### config.mk
export PLATFORM = sky130hd
export DESIGN_NAME = imm_encoder_mod
export DESIGN_NICKNAME = d
export VERILOG_FILES = /design/src/rtl/imm_enc_pkg.sv /design/src/rtl/imm_range_chk_mod.sv /design/src/rtl/imm_encoder_mod.sv
export SDC_FILE = /design/constraint.sdc
export NUM_CORES = 1
export LEC_CHECK = 0
export ABC_AREA = 1
export CORE_MARGIN = 2
export CORE_UTILIZATION = 42
export DETAILED_ROUTE_END_ITERATION = 10
export PLACE_DENSITY = 0.83
export REMOVE_ABC_BUFFERS = 1
export SYNTH_ARGS = -nofsm -noshare
export SYNTH_HDL_FRONTEND = slang
export SYNTH_SLANG_ARGS = --single-unit
### constraint.sdc
create_clock -name clk_i -period 1.4 [get_ports clk_i]
set_clock_uncertainty 0.05 [all_clocks]
set_input_delay 0.35 -clock clk_i [delete_from_list [all_inputs] [get_ports clk_i]]
set_output_delay 0.35 -clock clk_i [all_outputs]
set_load 0.01 [all_outputs]
### src/rtl/imm_enc_pkg.sv
// Shared types and constants for the immediate encoder.
// Split-encoding enumerators exist only when IMM_ENC_SPLIT_EN is defined.
package imm_enc_pkg;

  localparam int unsigned IMM_W       = 12;
  localparam int unsigned RC_W        = 5;
  localparam int unsigned LONG_W      = 17;
  localparam int unsigned SPLIT_SHIFT = 15;

`ifdef IMM_ENC_SPLIT_EN
  typedef enum logic [1:0] {
    FmtShort   = 2'd0,
    FmtLong    = 2'd1,
    FmtSplitHi = 2'd2,
    FmtSplitLo = 2'd3
  } fmt_e;

  typedef enum logic [1:0] {
    StIdle   = 2'd0,
    StOutOne = 2'd1,
    StOutHi  = 2'd2,
    StOutLo  = 2'd3
  } state_e;
`else
  typedef enum logic [1:0] {
    FmtShort = 2'd0,
    FmtLong  = 2'd1,
    FmtErr   = 2'd3
  } fmt_e;

  typedef enum logic [1:0] {
    StIdle   = 2'd0,
    StOutOne = 2'd1
  } state_e;
`endif

  // Format of the first beat produced for a value with the given range flags.
  function automatic fmt_e classify(input logic fits12, input logic fits17);
    if (fits12) return FmtShort;
    if (fits17) return FmtLong;
`ifdef IMM_ENC_SPLIT_EN
    return FmtSplitHi;
`else
    return FmtErr;
`endif
  endfunction

endpackage

### src/rtl/imm_range_chk_mod.sv
// Signed range classification of a 32-bit constant: fits in 12 bits, fits in 17 bits.
module imm_range_chk_mod
  import imm_enc_pkg::*;
(
  input  logic [31:0] value_i,
  output logic        fits12_o,
  output logic        fits17_o
);

  // A value fits N signed bits when bits [31:N-1] are all copies of the sign.
  logic [31-IMM_W+1:0]  upper12;
  logic [31-LONG_W+1:0] upper17;

  assign upper12  = value_i[31:IMM_W-1];
  assign upper17  = value_i[31:LONG_W-1];
  assign fits12_o = (&upper12) | ~(|upper12);
  assign fits17_o = (&upper17) | ~(|upper17);

endmodule

### src/rtl/imm_encoder_mod.sv
// Encodes a 32-bit constant into Imm/Rc beats (SHORT, LONG, or SPLIT_HI+SPLIT_LO).
// Define IMM_ENC_SPLIT_EN to enable split encoding; otherwise out-of-range values yield ERR.
module imm_encoder_mod
  import imm_enc_pkg::*;
(
  input  logic              clk_i,
  input  logic              rstn_i,
  input  logic [31:0]       data_i,
  input  logic              in_valid_i,
  output logic              in_ready_o,
  output logic [IMM_W-1:0]  imm_o,
  output logic [RC_W-1:0]   rc_o,
  output logic              ext_ctrl_o,
  output logic [1:0]        fmt_o,
  output logic              out_valid_o,
  input  logic              out_ready_i
);

`ifdef IMM_ENC_SPLIT_EN
  localparam int unsigned DataW = 32;
`else
  // Without splitting, only the 17-bit forms ever read the stored word.
  localparam int unsigned DataW = LONG_W;
`endif

  state_e           state_q, state_d;
  fmt_e             fmt_q, fmt_d;
  logic [DataW-1:0] data_q;
  logic             fits12, fits17;
  logic             in_xfer, out_xfer;

  imm_range_chk_mod u_range_chk (
    .value_i  (data_i),
    .fits12_o (fits12),
    .fits17_o (fits17)
  );

  assign fmt_d    = classify(fits12, fits17);
  assign in_xfer  = in_valid_i & in_ready_o;
  assign out_xfer = out_valid_o & out_ready_i;

  always_ff @(posedge clk_i or negedge rstn_i) begin
    if (!rstn_i) begin
      state_q <= StIdle;
    end else begin
      state_q <= state_d;
    end
  end

  always_ff @(posedge clk_i or negedge rstn_i) begin
    if (!rstn_i) begin
      data_q <= '0;
      fmt_q  <= FmtShort;
    end else if (in_xfer) begin
      data_q <= data_i[DataW-1:0];
      fmt_q  <= fmt_d;
    end
  end

  always_comb begin
    state_d = state_q;
    unique case (state_q)
      StIdle: begin
        if (in_valid_i) begin
`ifdef IMM_ENC_SPLIT_EN
          state_d = (fmt_d == FmtSplitHi) ? StOutHi : StOutOne;
`else
          state_d = StOutOne;
`endif
        end
      end
      StOutOne: if (out_xfer) state_d = StIdle;
`ifdef IMM_ENC_SPLIT_EN
      StOutHi:  if (out_xfer) state_d = StOutLo;
      StOutLo:  if (out_xfer) state_d = StIdle;
`endif
      default:  state_d = StIdle;
    endcase
  end

  // Outputs decode only registered state, so they are stable across a stall.
  always_comb begin
    in_ready_o  = 1'b0;
    out_valid_o = 1'b0;
    imm_o       = '0;
    rc_o        = '0;
    ext_ctrl_o  = 1'b0;
    fmt_o       = FmtShort;
    unique case (state_q)
      StIdle: in_ready_o = 1'b1;
      StOutOne: begin
        out_valid_o = 1'b1;
        fmt_o       = fmt_q;
        if (fmt_q == FmtShort) begin
          imm_o = data_q[IMM_W-1:0];
        end else if (fmt_q == FmtLong) begin
          ext_ctrl_o = 1'b1;
          imm_o      = data_q[LONG_W-1:RC_W];
          rc_o       = data_q[RC_W-1:0];
        end
      end
`ifdef IMM_ENC_SPLIT_EN
      StOutHi: begin
        out_valid_o = 1'b1;
        ext_ctrl_o  = 1'b1;
        fmt_o       = FmtSplitHi;
        imm_o       = data_q[31 -: IMM_W];
        rc_o        = data_q[SPLIT_SHIFT+RC_W-1:SPLIT_SHIFT];
      end
      StOutLo: begin
        out_valid_o = 1'b1;
        ext_ctrl_o  = 1'b1;
        fmt_o       = FmtSplitLo;
        imm_o       = {2'b00, data_q[SPLIT_SHIFT-1:RC_W]};
        rc_o        = data_q[RC_W-1:0];
      end
`endif
      default: ;
    endcase
  end

endmodule

## Word-level counts from Yosys, hierarchy flattened

Index checks and enable logic that the tools add are counted.

| word-level totals | value |
|---|---|
| register bits after elaboration | 21 |
| input bits | 36 |
| output and inout bits | 22 |
| word-level logic and storage cells | 42 |

| cells by class | value |
|---|---|
| equal/unequal tests | 4 |
| multiplexer cells | 22 |
| bitwise operators | 6 |
| reductions and logical operators | 7 |

Operator list:

| cell | number |
|---|---|
| 2-to-1 mux 12 bit | 3 |
| AND reduction 21 bit | 1 |
| OR reduction 21 bit | 1 |
| AND reduction 16 bit | 1 |
| OR reduction 16 bit | 1 |
| 2-to-1 mux 5 bit | 3 |
| 2-to-1 mux 2 bit | 7 |
| 2-to-1 mux 1 bit | 8 |
| equality test 2 x 1 -> 1 bit, second input constant | 2 |
| logical NOT 2 bit | 2 |
| inequality test 2 bit, second input constant | 2 |
| one-hot mux 2 bit (2 select lines) | 1 |
| bitwise AND 1 bit | 2 |
| inverter 1 bit | 2 |
| OR 1 bit | 2 |
| AND reduction 2 bit | 1 |

## Depth between registers and ports, before layout

| depth | value |
|---|---|
| depth after elaboration | 7 |
| mapped depth | 7 |

## Hierarchy

Synthesis repeated with hierarchy kept, for this count alone.

| second synthesis, totals | value |
|---|---|
| cell total of the unflattened synthesis | 224 |
| area total of the unflattened synthesis | 1,373.8 um^2 |

By module, submodules not included:

| module | times used | cells each | area an instance (um^2) | sequential area each (um^2) |
|---|---|---|---|---|
| imm_encoder_mod | 1 | 171 | 1,153.6 | 500.5 |
| imm_range_chk_mod | 1 | 53 | 220.2 | 0.0 |

## Worst setup path after synthesis

Ideal clock, no wire load.

| timing path | value |
|---|---|
| kind | register to output |
| start | register state_q[0] |
| end | output imm_o[10] |
| data arrival time | 1.075 ns |
| required time | 1.000 ns |
| path slack | -0.075 ns |
| stages on the path, launching flop included | 4 |
| path buffers | 1 |
| cell sequence | dfrtp_1 inv_2 buf_6 o31ai_1 |

| between the ends | value |
|---|---|
| longest elaborated chain between the ends | 2 |

Ends and longest elaborated chain:

| element | line | RTL |
|---|---|---|
| start, declared | imm_encoder_mod.sv:26 | `state_e state_q, state_d;` |
| start signal, assigned | imm_encoder_mod.sv:44 | `state_q <= StIdle;` |
| start signal, assigned | imm_encoder_mod.sv:46 | `state_q <= state_d;` |
| equality test 2 x 1 -> 1 bit | imm_encoder_mod.sv:89 | `unique case (state_q)` |
| 2-to-1 mux 12 bit | imm_encoder_mod.sv:89 |  |
| end, declared | imm_encoder_mod.sv:11 | `output logic [IMM_W-1:0] imm_o,` |

Every way passes these cells.

## Worst setup path in the final report

| timing path | value |
|---|---|
| start | register fmt_q[0] |
| end | output rc_o[1] |

| between the ends | value |
|---|---|
| longest elaborated chain between the ends | 4 |
| elaborated cells between the ends (all ways) | 5 |
| classes of those cells | eq/ne (1); mux (3); reduce/logical (1) |

Ends and longest elaborated chain:

| element | line | RTL |
|---|---|---|
| start, declared | imm_encoder_mod.sv:27 | `fmt_e fmt_q, fmt_d;` |
| start signal, assigned | imm_encoder_mod.sv:53 | `fmt_q <= FmtShort;` |
| start signal, assigned | imm_encoder_mod.sv:56 | `fmt_q <= fmt_d;` |
| equality test 2 x 1 -> 1 bit | imm_encoder_mod.sv:96 | `end else if (fmt_q == FmtLong) begin` |
| 2-to-1 mux 5 bit | imm_encoder_mod.sv:96 |  |
| 2-to-1 mux 5 bit (*) | imm_encoder_mod.sv:94 | `if (fmt_q == FmtShort) begin` |
| 2-to-1 mux 5 bit (*) | imm_encoder_mod.sv:89 |  |
| end, declared | imm_encoder_mod.sv:12 | `output logic [RC_W-1:0] rc_o,` |

Mark *: on every way between the ends. The rest lies on a longest branch, timed or not.

==> reports/metrics.yaml <==
detailed_routing:
  routed_via_density: 5.024
  wirelength_um: 4245
  route.detailed.drc: 0
  wl_per_cell_um: 14.44
  drtIter0Drc: 110
  vias: 1477
  drt_first_pass_iters: 5
  drtAntennaViolNets: 0
logic_synthesis:
  synth_cells: 164
  synth_area_um2: 1302
  avgSynthCellArea_um2: 7.942
  synth-warning-count: 0
  synth_cell_type_count: 23
  ys_ff_latch: 20
  synth-seq-area-share: 0.3842
setup_path:
  cp_num_buf_inv: 2
  path_class: "register to primary output"
  slowest_delay_ns: 0.45
  slowest_stage: "dfrtp_1"
  arrival_ns: 1.49
  crit_family: "flip-flops"
  cp_max_fo: 11
  cp.required_ns: 1.00
  crit_chain: "nand2_4 > nor2_4 > inv_4 > nor2_2 > dlygate4sd2_1"
  cp-start-kind: "register"
  critPathCaptureType: "primary output"
clock_network:
  cts_tree: "done"
  clock_tree.buffer_depth: 2
  cts_max_level: 1
  clkTransAtPathRegs_ns: 0.12
  clk_latency_ns: 0.30
  cts_hold_buf: 0
  cts-buffers-inserted: 3
  cts-root-buf: "clkbuf_4"
  cts_sinks: 20
power_and_ir_drop:
  swShare: 0.3603
  p_sw_uw: 836.3
  combPwrFrac: 0.521
  irDropWorstVdd_v: 0.0004425
  internal_power_mw: 1.485
  clkPwrFrac: 0.145
  power_frac_seq: 0.334
  power_mw: 2.321
  leakage_nw: 1.100
  p_per_area_nw_per_um2: 1006
timing:
  relSlewSlack: 0.7178
  fin_crit_sh: 1.348
  setup_ws_ns: -0.4875
  tns_ns: -8.665
  clock.fmax_ghz: 0.5298
  rsz0062_at_grt: "yes"
  hold_viol: 0
  hold_ws_ns: 0.3323
  period_needed_ns: 1.888
  tightest_slew_ns: 0.4189
  setup_viol_count_final: 22
  final_max_slew_viol_count: 0
floorplan:
  die_h_um: 59.69
  core_area_um2: 3003
  initial_core_util: 0.4337
  dieArea_um2: 3563
  pin_count: 58
  die_x_um: 59.69
  rows: 20
finish:
  post-route-util: 0.7683
  nets: 298
  final_layout_size_suffix_gt1_frac: 0.4291
  diodes: 0
  syn2layout_area_growth_pct: 77.14
global_routing:
  grt_pass1_vias: 1339
  grt.total_usage: 0.2095
  antenna_found_initial: 0
  grt_pass1_wl_um: 5609
  grt_overflow: 0
  grt_max_degree: 26
worst_hold_path:
  hold_class: "input pin to async pin"
flow_run:
  drv_cap: 0
place:
  io_buffer_count: 57
  dp_hpwl_um: 2536
  gp_congestion: 0.8023
outcome:
  status: "finished, violations left"
  violations: "negative setup slack"
## Yosys cell counts (all sizes together)
| master | number | area, µm² |
|---|---|---|
| dfrtp | 20 | 500.5 |
| nand3 | 5 | 35.03 |
| buf | 6 | 68.81 |
| o32ai | 6 | 90.09 |
| o31ai | 5 | 37.54 |
| nand2 | 48 | 190.2 |
| o21ai | 18 | 131.4 |
| inv | 25 | 98.85 |
| nand4 | 5 | 31.28 |
| nor3 | 1 | 5.000 |
| nor2 | 25 | 113.9 |
## flip-flops by register name (all words and copies together) (netlist names)
signal and cells:
state_q 1, data_q 17, fmt_q 2
## placed cells by master (no fill, tap or decap), types with 6 or more instances in the layout
master           count
nor2_1              18
dfrtp_1             19
nand2_1             39
nor2_2               6
buf_2               12
clkdlybuf4s50_1     35
inv_1               18
buf_6               12
buf_4               29
o21ai_1              6
o32ai_2              6
o21ai_2             11
## worst register-to-register path, stage by stage (launching register included)
cell     delay, ns
dfrtp_2       0.47
inv_4         0.09
buf_12        0.15
buf_6         0.13
nand2_8       0.07
buf_8         0.16
nand2_1       0.06
o21ai_1       0.06
## final timing paths
path | end | depth (start not counted) | start | slack [ns]
min in group clk_i | data_q[5] | 2 | data_q[5] | 0.53
min | data_q[1] | 2 | rstn_i | 0.33
max | rc_o[1] | 5 | fmt_q[0] | -0.49
min reg2reg | data_q[5] | 2 | data_q[5] | 0.53
max reg2reg | data_q[12] | 7 | state_q[0] | 0.07
max in group asynchronous | state_q[0] | 2 | rstn_i | 0.74
## power by group through the flow
stage               Sequential, mW  Clock, mW  Combinational [mW]
floorplan                    0.751          0               0.409
global placement             0.756          0               0.976
detailed placement           0.762          0               0.998
CTS                          0.751      0.335                1.02
global route                 0.784      0.375                1.29
finish                       0.775      0.336                1.21
## metal layers
| metal | vias up | track usage | part of all wire |
|---|---|---|---|
| met5 | - | 0 | 0 |
| met4 | 0 | 0.09841 | 0.012 |
| met3 | 4 | 0.03030 | 0.055 |
| met2 | 60 | 0.3727 | 0.52 |
| met1 | 690 | 0.2449 | 0.41 |
| li1 | 723 | - | - |
## area by class of cell
type,count,area [µm²]
inverters,25,113.9
flip-flops and latches,20,501.7
repair inverters,1,8.758
multi-input cells,113,705.7
fillers,195,695.7
well taps,33,41.29
repair buffers,98,899.6
clock buffers,4,36.28
## stage by stage
stage / std cells / setup slack, ns / instance area [µm²]
floorplan: 158 / -0.1379 / 1234
global placement: 280 / -0.4849 / 2098
detailed placement: 280 / -0.5600 / 2098
CTS: 289 / -0.4453 / 2145
global route: 294 / -0.5575 / 2307
finish: 294 / -0.4875 / 2307
## kinds of logic after synthesis
logic type | count (synthesis) | share of synthesized area
buf+inv | 31 | 0.1287
simple gates | 84 | 0.2882
compound gates | 29 | 0.1988
flops | 20 | 0.3842
## repair_timing
action,in CTS,in global routing
cloned,0,2
gates resized for setup,87,34
setup buffers,5,4
pin swaps,0,2
endpoints found under the setup margin,33,30
(Power assumes the default switching activity.)
